[config.mk]
export PLATFORM = sky130hd
export DESIGN_NAME = ila_capture_ctrl
export DESIGN_NICKNAME = d
export VERILOG_FILES = /design/src/rtl/ila_ctrl_pkg.sv /design/src/rtl/ila_trig_match.sv /design/src/rtl/ila_capture_ctrl.sv
export SDC_FILE = /design/constraint.sdc
export NUM_CORES = 1
export LEC_CHECK = 0
export ABC_AREA = 1
export BUFFER_PORTS_ARGS = -buffer_cell sky130_fd_sc_hd__clkbuf_2
export CAP_MARGIN = 10
export CORE_ASPECT_RATIO = 0.7
export CORE_UTILIZATION = 51
export CTS_CLUSTER_SIZE = 14
export DETAILED_ROUTE_END_ITERATION = 7
export PLACE_DENSITY = 0.88
export SLEW_MARGIN = 20
export SYNTH_ARGS = -nofsm -noshare
export SYNTH_HDL_FRONTEND = slang
export SYNTH_SLANG_ARGS = --single-unit
[constraint.sdc]
create_clock -name clk_i -period 4.9 [get_ports clk_i]
set_input_delay 0.98 -clock clk_i [delete_from_list [all_inputs] [get_ports clk_i]]
set_output_delay 0.98 -clock clk_i [all_outputs]
set_load 0.05 [all_outputs]
[src/rtl/ila_ctrl_pkg.sv]
// ila_ctrl_pkg: shared state encodings and default widths for the ILA capture controller.
package ila_ctrl_pkg;
    localparam int STATE_W = 3;
    localparam int DATA_W_DEF = 32;
    localparam int BUFFER_W_DEF = 10;
    typedef enum logic [STATE_W-1:0] {
        IDLE  = 3'd0,
        CLEAR = 3'd1,
        ARMED = 3'd2,
        POST  = 3'd3,
        DONE  = 3'd4
    } state_e;
endpackage

[src/rtl/ila_trig_match.sv]
// ila_trig_match: masked level/rising value-match trigger qualified by sample_en.
module ila_trig_match
    import ila_ctrl_pkg::*;
#(
    parameter int DATA_W = DATA_W_DEF
) (
    input  logic              clk_i,
    input  logic              rst_i,
    input  logic [DATA_W-1:0] signal_i,
    input  logic [DATA_W-1:0] mask_i,
    input  logic [DATA_W-1:0] value_i,
    input  logic              edge_i,
    input  logic              ext_trigger_i,
    input  logic              sample_en_i,
    input  logic              clear_i,
    output logic              hit_o
);
    logic match;
    logic prev_match_q;

    assign match = ((signal_i ^ value_i) & mask_i) == '0;
    assign hit_o = sample_en_i & ((edge_i ? (match & ~prev_match_q) : match) | ext_trigger_i);

    always_ff @(posedge clk_i) begin
        if (!rst_i || clear_i) prev_match_q <= 1'b0;
        else if (sample_en_i) prev_match_q <= match;
    end
endmodule

[src/rtl/ila_capture_ctrl.sv]
// ila_capture_ctrl: ILA capture sequencer (arm, clear, trigger, post-count, done).
// Optional pre-trigger holdoff via ILA_CAPTURE_HOLDOFF_EN.
module ila_capture_ctrl
    import ila_ctrl_pkg::*;
#(
    parameter int DATA_W   = DATA_W_DEF,
    parameter int BUFFER_W = BUFFER_W_DEF
) (
    input  logic                clk_i,
    input  logic                rst_i,
    input  logic                arm_i,
    input  logic                abort_i,
    input  logic                sample_en_i,
    input  logic [DATA_W-1:0]   signal_i,
    input  logic [DATA_W-1:0]   trig_mask_i,
    input  logic [DATA_W-1:0]   trig_value_i,
    input  logic                trig_edge_i,
    input  logic                ext_trigger_i,
`ifdef ILA_CAPTURE_HOLDOFF_EN
    input  logic [BUFFER_W-1:0] pre_cnt_i,
`endif
    input  logic [BUFFER_W-1:0] post_cnt_i,
    output logic                core_enabled_o,
    output logic                core_rst_soft_o,
    output logic                trigger_out_o,
    output logic [BUFFER_W-1:0] wr_ptr_o,
    output logic [BUFFER_W-1:0] trig_index_o,
    output logic [STATE_W-1:0]  state_o,
    output logic                done_o,
    output logic                irq_o
);
    localparam logic [BUFFER_W-1:0] ONE = {{(BUFFER_W-1){1'b0}}, 1'b1};

    state_e              state_q;
    logic [BUFFER_W-1:0] wr_ptr_q, wr_ptr_d, trig_index_q, remain_q, remain_d, post_q;
    logic                edge_q, core_en_q, core_rst_q, trig_out_q, done_q, irq_q;
    logic                hit, accept;

    assign wr_ptr_d = wr_ptr_q + ONE;
    assign remain_d = remain_q - ONE;

    ila_trig_match #(.DATA_W(DATA_W)) u_match (
        .clk_i         (clk_i),
        .rst_i         (rst_i),
        .signal_i      (signal_i),
        .mask_i        (trig_mask_i),
        .value_i       (trig_value_i),
        .edge_i        (edge_q),
        .ext_trigger_i (ext_trigger_i),
        .sample_en_i   (sample_en_i),
        .clear_i       (state_q == CLEAR),
        .hit_o         (hit)
    );

`ifdef ILA_CAPTURE_HOLDOFF_EN
    logic [BUFFER_W-1:0] pre_q, fill_q;
    // fill saturates, so fill >= pre means at least pre samples of history exist
    assign accept = hit & (fill_q >= pre_q);
`else
    assign accept = hit;
`endif

    always_ff @(posedge clk_i) begin
        if (!rst_i) begin
            state_q      <= IDLE;
            wr_ptr_q     <= '0;
            trig_index_q <= '0;
            remain_q     <= '0;
            post_q       <= '0;
            edge_q       <= 1'b0;
            core_en_q    <= 1'b0;
            core_rst_q   <= 1'b0;
            trig_out_q   <= 1'b0;
            done_q       <= 1'b0;
            irq_q        <= 1'b0;
`ifdef ILA_CAPTURE_HOLDOFF_EN
            pre_q        <= '0;
            fill_q       <= '0;
`endif
        end else begin
            core_rst_q <= 1'b0;
            trig_out_q <= 1'b0;
            irq_q      <= 1'b0;
            if (abort_i) begin
                state_q   <= IDLE;
                core_en_q <= 1'b0;
                done_q    <= 1'b0;
            end else case (state_q)
                IDLE, DONE: if (arm_i) begin
                    state_q    <= CLEAR;
                    post_q     <= post_cnt_i;
                    edge_q     <= trig_edge_i;
                    wr_ptr_q   <= '0;
                    done_q     <= 1'b0;
                    core_rst_q <= 1'b1;
`ifdef ILA_CAPTURE_HOLDOFF_EN
                    pre_q      <= pre_cnt_i;
                    fill_q     <= '0;
`endif
                end
                CLEAR: begin
                    state_q   <= ARMED;
                    core_en_q <= 1'b1;
                end
                ARMED: begin
                    if (sample_en_i) wr_ptr_q <= wr_ptr_d;
`ifdef ILA_CAPTURE_HOLDOFF_EN
                    if (sample_en_i && fill_q != '1) fill_q <= fill_q + ONE;
`endif
                    if (accept) begin
                        trig_index_q <= wr_ptr_q;
                        trig_out_q   <= 1'b1;
                        remain_q     <= post_q;
                        state_q      <= (post_q == '0) ? DONE : POST;
                        if (post_q == '0) begin
                            core_en_q <= 1'b0;
                            done_q    <= 1'b1;
                            irq_q     <= 1'b1;
                        end
                    end
                end
                POST: if (sample_en_i) begin
                    wr_ptr_q <= wr_ptr_d;
                    remain_q <= remain_d;
                    if (remain_q == ONE) begin
                        state_q   <= DONE;
                        core_en_q <= 1'b0;
                        done_q    <= 1'b1;
                        irq_q     <= 1'b1;
                    end
                end
                default: begin
                    state_q   <= IDLE;
                    core_en_q <= 1'b0;
                    done_q    <= 1'b0;
                end
            endcase
        end
    end

    assign core_enabled_o  = core_en_q;
    assign core_rst_soft_o = core_rst_q;
    assign trigger_out_o   = trig_out_q;
    assign wr_ptr_o        = wr_ptr_q;
    assign trig_index_o    = trig_index_q;
    assign state_o         = state_q;
    assign done_o          = done_q;
    assign irq_o           = irq_q;
endmodule

==> run_summary.xml, run 1 <==
<?xml version="1.0" encoding="UTF-8"?>
<metrics>
  <group name="yosys">
    <metric name="post_synth_main_area_contributors" unit="">sky130_fd_sc_hd__dfxtp_1 33%, sky130_fd_sc_hd__nand2_1 15%, sky130_fd_sc_hd__inv_1 11%</metric>
    <metric name="postSynthRegisterBits" unit="">50</metric>
    <metric name="yosysSeqAreaShare" unit="%">32.7</metric>
    <metric name="synthesized_nets" unit="">601</metric>
    <metric name="syn_area_per_cell" unit="µm²">6.31</metric>
    <metric name="async_flop_share" unit="%">0</metric>
    <metric name="synth_top_cell_by_area" unit="">sky130_fd_sc_hd__dfxtp_1</metric>
    <metric name="yosysUniqueCellTypes" unit="">38</metric>
    <metric name="synth-main-ff-cell" unit="">sky130_fd_sc_hd__dfxtp_1</metric>
    <metric name="ys_top_cells_by_count" unit="">124 x sky130_fd_sc_hd__nand2_1, 86 x sky130_fd_sc_hd__inv_1, 55 x sky130_fd_sc_hd__nand3_1, 50 x sky130_fd_sc_hd__dfxtp_1, 42 x sky130_fd_sc_hd__nor2_1</metric>
    <metric name="top_count_cell_post_synth" unit="">sky130_fd_sc_hd__nand2_1</metric>
    <metric name="synthesis.instances" unit="">485</metric>
    <metric name="synth.yosys.warnings" unit="">0</metric>
    <metric name="yosys.area.top_type_share" unit="%">32.7</metric>
    <metric name="synth_area" unit="mm²">0.00306</metric>
    <metric name="synth_edf_count" unit="">0</metric>
  </group>
  <group name="routing">
    <metric name="wire_per_inst" unit="µm">11.8</metric>
    <metric name="drt_iter0_drc" unit="">216</metric>
    <metric name="vias" unit="">3522</metric>
    <metric name="totalWireLength" unit="µm">8260</metric>
    <metric name="drc" unit="">0</metric>
    <metric name="antenna_left" unit="">0</metric>
    <metric name="drt_pre_antenna_iters" unit="">5</metric>
    <metric name="route.detailed.vias_per_inst" unit="">5.03</metric>
  </group>
  <group name="global_route">
    <metric name="grt_antenna_before_repair" unit="">0</metric>
    <metric name="grt_first_pass_wirelength" unit="µm">13600</metric>
    <metric name="gr-total-overflow" unit="">0</metric>
    <metric name="grt_max_degree" unit="">26</metric>
    <metric name="grtUsageTotal" unit="%">27.5</metric>
    <metric name="number_of_global_route_vias_before_repair" unit="">3255</metric>
  </group>
  <group name="timing">
    <metric name="final_slew_viol_count" unit="">0</metric>
    <metric name="rsz0062_at_grt" unit="">no</metric>
    <metric name="fin_worst_skew" unit="ps">2.93</metric>
    <metric name="timing.final.hold_violations" unit="">0</metric>
    <metric name="max_slew_margin" unit="%">48.8</metric>
    <metric name="fin_crit" unit="ps">2400</metric>
    <metric name="timing_worst_slew_pin_value" unit="ps">765</metric>
    <metric name="finalSetupViolations" unit="">0</metric>
    <metric name="fin_setup_tns" unit="ps">0</metric>
    <metric name="layout_worst_path_cycle_share" unit="%">48.9</metric>
    <metric name="maxClockFrequency" unit="GHz">0.417</metric>
  </group>
  <group name="die">
    <metric name="pin_count" unit="">141</metric>
    <metric name="fp.dieArea" unit="mm²">0.00632</metric>
    <metric name="initial_util" unit="%">53.2</metric>
    <metric name="dieHeight" unit="µm">66.8</metric>
    <metric name="num_rows" unit="">23</metric>
    <metric name="die_width" unit="µm">94.6</metric>
    <metric name="core_region_area" unit="mm²">0.00576</metric>
  </group>
  <group name="clock_network">
    <metric name="clockRootBuffer" unit="">sky130_fd_sc_hd__clkbuf_8</metric>
    <metric name="postCtsResizedCells" unit="">0</metric>
    <metric name="ctsHoldBuffers" unit="">0</metric>
    <metric name="tritoncts" unit="">built</metric>
    <metric name="path_clk_slew" unit="ps">90</metric>
    <metric name="cts_sinks" unit="">50</metric>
    <metric name="post-cts-setup-buffers" unit="">0</metric>
    <metric name="cts_inserted_buffers" unit="">5</metric>
    <metric name="h-tree-depth" unit="">2</metric>
    <metric name="cts-root-to-sink-buffers" unit="">2</metric>
    <metric name="clk_latency" unit="ps">310</metric>
  </group>
  <group name="setup_path">
    <metric name="crit_required" unit="ps">5100</metric>
    <metric name="cp_cell_sequence" unit="">clkbuf_2, or2_1, nand3_1, nand2_1, nor2_1, nand2_1, nor2_2, nand4_2, nand2_2, nand3_2, o21ai_1, a21oi_1</metric>
    <metric name="setup.worst_path.end_class" unit="">flop</metric>
    <metric name="worst-endpoint-arrival" unit="ps">2590</metric>
    <metric name="critPathMaxFanout" unit="">20</metric>
    <metric name="critPathLaunch" unit="">trig_value_i[29]</metric>
    <metric name="critPathMaxStageDelay" unit="ps">310</metric>
    <metric name="critical_path.startpoint_type" unit="">input port</metric>
    <metric name="reg2reg_depth" unit="">11</metric>
    <metric name="critical_path_class" unit="">in2reg</metric>
    <metric name="startpoint_of_the_most_critical_register_to_register_path" unit="">state_o[1]$_SDFFE_PP0P_</metric>
    <metric name="critPathSlowestCell" unit="">sky130_fd_sc_hd__nand3_2</metric>
    <metric name="path_common_cell" unit="">sky130_fd_sc_hd__nand2_1</metric>
  </group>
  <group name="layout">
    <metric name="fin_nets" unit="">740</metric>
    <metric name="insertedDiodeCount" unit="">0</metric>
    <metric name="footprint_of_the_multi_input_gates" unit="mm²">0.00166</metric>
    <metric name="seq_area" unit="mm²">0.00100</metric>
    <metric name="area_growth_syn_to_layout" unit="%">27.7</metric>
    <metric name="layoutNonFillerInstCount" unit="">700</metric>
    <metric name="drive_above_1_share" unit="%">27.5</metric>
    <metric name="filler_cell_count" unit="">522</metric>
  </group>
  <group name="place">
    <metric name="detailedPlacementHpwl" unit="µm">6790</metric>
    <metric name="place_congestion" unit="">0.862</metric>
    <metric name="placedCellCount" unit="">692</metric>
    <metric name="i_o_buffers" unit="">140</metric>
  </group>
  <group name="run_status">
    <metric name="outcome" unit="">finished, final reports clean</metric>
  </group>
  <group name="pwr">
    <metric name="worst_ir_drop_vdd" unit="mV">0.139</metric>
    <metric name="power.density" unit="mW/mm²">233</metric>
    <metric name="total_leakage_power" unit="nW">2.06</metric>
  </group>
  <group name="min_path">
    <metric name="holdPathStages" unit="">2</metric>
    <metric name="holdCritStartpoint" unit="">trig_index_o[1]$_SDFFE_PN0P_</metric>
    <metric name="holdCritPathClass" unit="">reg2reg</metric>
  </group>
  <group name="job">
    <metric name="drv_cap" unit="">0</metric>
  </group>
</metrics>
cell families (layout without fill, tap and decap cells):
family | Yosys count | in the layout | share of synthesized area (%)
AOI/OAI and AO/OA | 75 | 75 | 13.9
DFF | 50 | 50 | 32.7
buffers and inverters | 100 | 240 | 13.1
and+or+nand+nor | 253 | 253 | 38.0
adders and majority gates | 3 | 3 | 1.23
xor gates and xnor gates | 4 | 4 | 1.14
metal layers:
metal / global-route usage (%) / wire, µm / vias to the layer above
met4: 8.71 / 114 / 0
met2: 47.8 / 3970 / 133
met3: 6.62 / 571 / 14
met5: 0 / 0 / -
met1: 33.6 / 3600 / 1566
li1: - / - / 1809
state kept, by name, summed over array words and instances, names as in the netlist:
name / cells
u_match.prev_match_q: 1
remain_q: 10
trig_index_o: 10
trigger_out_o: 1
edge_q: 1
core_rst_soft_o: 1
irq_o: 1
post_q: 10
done_o: 1
wr_ptr_o: 10
core_enabled_o: 1
state_o: 3
report_power, final:
group          leakage (nW)  switching (W)  internal (W)
sequential            0.405     0.00000855      0.000417
clock                0.0524       0.000139      0.000153
combinational          1.61       0.000115     0.0000770
metrics by stage:
stage / hold slack (ps) / total power (W) / worst slack, ps / area, µm² / util, %
after floorplan: 444 / 0.000548 / 2660 / 3060 / -
after CTS: 453 / 0.000908 / 2510 / 3910 / 67.9
after global placement: 435 / 0.000617 / 2290 / 3800 / 66.1
after global routing: 481 / 0.000958 / 2340 / 3910 / 67.9
final: 451 / 0.000910 / 2500 / 3910 / 67.9
after detailed placement: 440 / 0.000625 / 2180 / 3800 / 66.1
placed cells by master, fill, tap and decap left out:
| cell | instances |
|---|---|
| sky130_fd_sc_hd__inv_4 | 1 |
| sky130_fd_sc_hd__inv_2 | 5 |
| sky130_fd_sc_hd__dfxtp_1 | 50 |
| sky130_fd_sc_hd__and3_1 | 1 |
| sky130_fd_sc_hd__clkbuf_2 | 140 |
| sky130_fd_sc_hd__o21ai_1 | 10 |
| sky130_fd_sc_hd__nor3b_2 | 1 |
| sky130_fd_sc_hd__xor2_1 | 3 |
| sky130_fd_sc_hd__nor2_1 | 42 |
| sky130_fd_sc_hd__o21ai_2 | 2 |
| sky130_fd_sc_hd__nor4_1 | 2 |
| sky130_fd_sc_hd__a22oi_4 | 1 |
| sky130_fd_sc_hd__a31oi_1 | 1 |
| sky130_fd_sc_hd__a22oi_1 | 1 |
| sky130_fd_sc_hd__nor3_2 | 2 |
| sky130_fd_sc_hd__nand2_2 | 1 |
| sky130_fd_sc_hd__nor3_1 | 2 |
| sky130_fd_sc_hd__nand3_1 | 55 |
| sky130_fd_sc_hd__clkbuf_8 | 5 |
| sky130_fd_sc_hd__nand4_2 | 1 |
| sky130_fd_sc_hd__a21oi_2 | 3 |
| sky130_fd_sc_hd__o21bai_1 | 1 |
| sky130_fd_sc_hd__xnor2_1 | 1 |
| sky130_fd_sc_hd__nor2_2 | 1 |
| sky130_fd_sc_hd__nand2_1 | 124 |
| sky130_fd_sc_hd__nand4_1 | 4 |
| sky130_fd_sc_hd__inv_1 | 86 |
| sky130_fd_sc_hd__o21ai_0 | 27 |
| sky130_fd_sc_hd__nor2_8 | 1 |
| sky130_fd_sc_hd__nor2_4 | 3 |
| sky130_fd_sc_hd__a21oi_1 | 26 |
| sky130_fd_sc_hd__nand3_2 | 3 |
| sky130_fd_sc_hd__nand2_4 | 1 |
| sky130_fd_sc_hd__or2_0 | 4 |
| sky130_fd_sc_hd__or2_1 | 3 |
| sky130_fd_sc_hd__nor3b_1 | 2 |
| sky130_fd_sc_hd__bufinv_16 | 1 |
| sky130_fd_sc_hd__clkbuf_1 | 2 |
| sky130_fd_sc_hd__ha_1 | 3 |
| sky130_fd_sc_hd__a211oi_1 | 3 |
area by class of cell:
cell class	count	area share [%]
clock buffers	7	1.95
inverters	92	8.90
clock inverters	1	0.768
flip-flops and latches	50	25.6
multi-input cells	335	42.5
well taps	75	2.40
repair buffers	140	17.9
worst max-delay path: cells and delay by family:
family,cells,cell delay (ps)
simple gates,9,1190
compound gates,2,330
buf+inv,1,100
final timing paths:
check,slack (ps),to
worst min-delay path,450,trig_index_o[1]$_SDFFE_PN0P_
worst max-delay path,2500,trig_index_o[1]$_SDFFE_PN0P_
worst min register to register,450,trig_index_o[1]$_SDFFE_PN0P_
worst max register to register,2950,remain_q[5]$_SDFFE_PN0P_
(Power assumes the default switching activity.)
==> inputs of run 2 (changes only) <==
--- a/config.mk
+++ b/config.mk
@@ -5,14 +5,14 @@
 export SDC_FILE = /design/constraint.sdc
 export NUM_CORES = 1
 export LEC_CHECK = 0
-export ABC_AREA = 1
+export ABC_AREA = 0
 export BUFFER_PORTS_ARGS = -buffer_cell sky130_fd_sc_hd__clkbuf_2
 export CAP_MARGIN = 10
 export CORE_ASPECT_RATIO = 0.7
-export CORE_UTILIZATION = 51
+export CORE_UTILIZATION = 46
 export CTS_CLUSTER_SIZE = 14
 export DETAILED_ROUTE_END_ITERATION = 7
-export PLACE_DENSITY = 0.88
+export PLACE_DENSITY = 0.83
 export SLEW_MARGIN = 20
 export SYNTH_ARGS = -nofsm -noshare
 export SYNTH_HDL_FRONTEND = slang
==> constraint.sdc (replaced) <==
create_clock -name clk_i -period 2.4 [get_ports clk_i]
set_input_delay 0.48 -clock clk_i [delete_from_list [all_inputs] [get_ports clk_i]]
set_output_delay 0.48 -clock clk_i [all_outputs]
set_load 0.05 [all_outputs]
==> run 2 against run 1 <==
Compared with the run above:
- worst hold slack worse by 66 ps
- sequential power is 100% higher
- cell count is 20% lower
- via count is 16% lower
- largest power group unchanged
- critical path type unchanged
==> run_summary.xml, run 2 <==
<?xml version="1.0" encoding="UTF-8"?>
<metrics>
  <group name="run_status">
    <metric name="outcome" unit="">finished, final reports clean</metric>
  </group>
  <group name="clock_network">
    <metric name="cts_inserted_buffers" unit="">5</metric>
    <metric name="clk_latency" unit="ps">300</metric>
    <metric name="tritoncts" unit="">built</metric>
    <metric name="postCtsResizedCells" unit="">0</metric>
    <metric name="ctsHoldBuffers" unit="">0</metric>
    <metric name="clockRootBuffer" unit="">sky130_fd_sc_hd__clkbuf_8</metric>
    <metric name="path_clk_slew" unit="ps">90</metric>
    <metric name="cts_sinks" unit="">50</metric>
    <metric name="cts-root-to-sink-buffers" unit="">2</metric>
    <metric name="h-tree-depth" unit="">2</metric>
    <metric name="post-cts-setup-buffers" unit="">0</metric>
  </group>
  <group name="place">
    <metric name="detailedPlacementHpwl" unit="µm">6410</metric>
    <metric name="placedCellCount" unit="">551</metric>
    <metric name="place_congestion" unit="">0.925</metric>
    <metric name="i_o_buffers" unit="">140</metric>
  </group>
  <group name="die">
    <metric name="core_region_area" unit="mm²">0.00573</metric>
    <metric name="dieHeight" unit="µm">66.7</metric>
    <metric name="fp.dieArea" unit="mm²">0.00629</metric>
    <metric name="num_rows" unit="">23</metric>
    <metric name="pin_count" unit="">141</metric>
    <metric name="initial_util" unit="%">48.0</metric>
    <metric name="die_width" unit="µm">94.4</metric>
  </group>
  <group name="timing">
    <metric name="fin_setup_tns" unit="ps">0</metric>
    <metric name="fin_worst_skew" unit="ps">6.40</metric>
    <metric name="layout_worst_path_cycle_share" unit="%">92.3</metric>
    <metric name="fin_crit" unit="ps">2210</metric>
    <metric name="maxClockFrequency" unit="GHz">0.452</metric>
    <metric name="rsz0062_at_grt" unit="">no</metric>
    <metric name="finalSetupViolations" unit="">0</metric>
    <metric name="final_slew_viol_count" unit="">0</metric>
    <metric name="timing_worst_slew_pin_value" unit="ps">766</metric>
    <metric name="hold-worst-slack" unit="ps">385</metric>
    <metric name="timing.final.hold_violations" unit="">0</metric>
    <metric name="max_slew_margin" unit="%">48.9</metric>
  </group>
  <group name="yosys">
    <metric name="synth_top_cell_by_area" unit="">sky130_fd_sc_hd__dfxtp_1</metric>
    <metric name="syn_area_per_cell" unit="µm²">8.06</metric>
    <metric name="post_synth_main_area_contributors" unit="">sky130_fd_sc_hd__dfxtp_1 36%, sky130_fd_sc_hd__xor2_1 12%, sky130_fd_sc_hd__nand2_1 6.8%</metric>
    <metric name="synthesized_nets" unit="">457</metric>
    <metric name="ys_top_cells_by_count" unit="">50 x sky130_fd_sc_hd__dfxtp_1, 50 x sky130_fd_sc_hd__nand2_1, 38 x sky130_fd_sc_hd__xor2_1, 30 x sky130_fd_sc_hd__a21oi_1, 28 x sky130_fd_sc_hd__nor2_1</metric>
    <metric name="synth_area" unit="mm²">0.00275</metric>
    <metric name="postSynthRegisterBits" unit="">50</metric>
    <metric name="yosys.area.top_type_share" unit="%">36.4</metric>
    <metric name="synthesis.instances" unit="">341</metric>
    <metric name="synth_edf_count" unit="">0</metric>
    <metric name="synth.yosys.warnings" unit="">0</metric>
    <metric name="yosysSeqAreaShare" unit="%">36.4</metric>
    <metric name="async_flop_share" unit="%">0</metric>
    <metric name="yosysUniqueCellTypes" unit="">45</metric>
    <metric name="synth-main-ff-cell" unit="">sky130_fd_sc_hd__dfxtp_1</metric>
  </group>
  <group name="setup_path">
    <metric name="setup.worst_path.end_class" unit="">flop</metric>
    <metric name="gate_family_responsible_for_the_most_delay_along_the_worst_path" unit="">compound AO/OA/AOI/OAI gates</metric>
    <metric name="critical_path_class" unit="">in2reg</metric>
    <metric name="crit_required" unit="ps">2590</metric>
    <metric name="critPathSlowestCell" unit="">sky130_fd_sc_hd__a2111oi_4</metric>
    <metric name="critical_path.startpoint_type" unit="">input port</metric>
    <metric name="cp_cell_sequence" unit="">clkbuf_2, xor2_1, a22oi_1, nand4_1, a2111oi_4, a32oi_1, o21ai_0, a21oi_1</metric>
    <metric name="timing.critical_path.buf_inv" unit="">1</metric>
    <metric name="critPathMaxFanout" unit="">11</metric>
    <metric name="critPathMaxStageDelay" unit="ps">520</metric>
    <metric name="worst-endpoint-arrival" unit="ps">2400</metric>
  </group>
  <group name="global_route">
    <metric name="number_of_global_route_vias_before_repair" unit="">2794</metric>
    <metric name="grt_antenna_before_repair" unit="">0</metric>
    <metric name="grt_first_pass_wirelength" unit="µm">13000</metric>
    <metric name="grt_max_degree" unit="">37</metric>
    <metric name="gr-total-overflow" unit="">0</metric>
    <metric name="grtUsageTotal" unit="%">26.7</metric>
  </group>
  <group name="layout">
    <metric name="insertedDiodeCount" unit="">0</metric>
    <metric name="final_core_utilization" unit="%">63.7</metric>
    <metric name="filler_cell_count" unit="">526</metric>
    <metric name="final_cell_mix" unit="">140 x sky130_fd_sc_hd__clkbuf_2, 50 x sky130_fd_sc_hd__nand2_1, 50 x sky130_fd_sc_hd__dfxtp_1</metric>
    <metric name="drive_above_1_share" unit="%">33.7</metric>
    <metric name="seq_area" unit="mm²">0.00100</metric>
    <metric name="fin_nets" unit="">599</metric>
    <metric name="area_growth_syn_to_layout" unit="%">32.8</metric>
    <metric name="layoutNonFillerInstCount" unit="">559</metric>
    <metric name="layout_commonest_cell" unit="">sky130_fd_sc_hd__clkbuf_2</metric>
    <metric name="footprint_of_the_multi_input_gates" unit="mm²">0.00166</metric>
  </group>
  <group name="routing">
    <metric name="drt_pre_antenna_iters" unit="">6</metric>
    <metric name="route.detailed.vias_per_inst" unit="">5.31</metric>
    <metric name="wire_per_inst" unit="µm">14.2</metric>
    <metric name="drt_iter0_drc" unit="">159</metric>
    <metric name="vias" unit="">2968</metric>
    <metric name="antenna_left" unit="">0</metric>
    <metric name="totalWireLength" unit="µm">7910</metric>
    <metric name="drc" unit="">0</metric>
  </group>
  <group name="pwr">
    <metric name="worst_ir_drop_vdd" unit="mV">0.338</metric>
    <metric name="power.density" unit="mW/mm²">462</metric>
    <metric name="total_leakage_power" unit="nW">1.66</metric>
  </group>
  <group name="min_path">
    <metric name="holdCritPathClass" unit="">in2reg</metric>
  </group>
  <group name="job">
    <metric name="drv_cap" unit="">0</metric>
  </group>
</metrics>
[run 2: logic make-up (layout without fill, tap and decap cells)]
logic type / count (synthesis) / count (layout) / synth area share (%)
compound gates: 87 / 87 / 20.6
xor+xnor: 43 / 43 / 14.4
fa+ha+maj: 3 / 3 / 1.37
buf+inv: 22 / 165 / 3.10
flops: 50 / 50 / 36.4
mux: 4 / 4 / 1.46
simple gates: 132 / 132 / 22.7
[run 2: worst paths after layout]
kind	to	startpoint	cells past startpoint	slack (ps)
hold reg to reg	trig_index_o[3]$_SDFFE_PN0P_	trig_index_o[3]$_SDFFE_PN0P_	2	480
setup / recovery	trig_index_o[2]$_SDFFE_PN0P_	trig_value_i[10]	8	190
setup reg to reg	done_o$_SDFFE_PP0P_	post_q[4]$_SDFFE_PN0P_	6	370
hold / removal	post_q[3]$_SDFFE_PN0P_	post_cnt_i[3]	3	390
[run 2: area by class of cell]
type / instances / share of cell area (%)
Sequential cell: 50 / 27.4
Tap cell: 75 / 2.57
Clock buffer: 7 / 2.37
Inverter: 7 / 0.720
Clock inverter: 1 / 0.137
Multi-Input combinational cell: 269 / 45.5
Timing Repair Buffer: 150 / 21.3
[run 2: metal layers]
metal	vias to the layer above	track usage [%]	part of all wire [%]
met1	1388	35.8	49
met4	0	6.73	0.72
li1	1487	-	-
met3	7	5.48	4.8
met5	-	0	0
met2	86	43.7	46
[run 2: power by group]
part           switching [W]  total [W]  internal [W]
registers          0.0000191   0.000862      0.000843
clock network       0.000279   0.000512      0.000233
logic               0.000166   0.000312      0.000147
total               0.000464    0.00169       0.00122
[run 2: per-stage QoR]
stage / instance area, µm² / setup slack [ps] / total power [W]
2_1_floorplan: 2750 / 151 / 0.00104
3_3_place_gp: 3560 / -45.0 / 0.00118
3_5_place_dp: 3560 / -119 / 0.00119
4_1_cts: 3650 / 199 / 0.00169
5_1_grt: 3650 / 5.25 / 0.00176
6_report: 3650 / 186 / 0.00169
[run 2: worst min-delay path: cells and delay by family]
family | cells | cell delay [ps]
AOI/OAI and AO/OA | 1 | 50
and+or+nand+nor | 1 | 40
buffers and inverters | 1 | 80
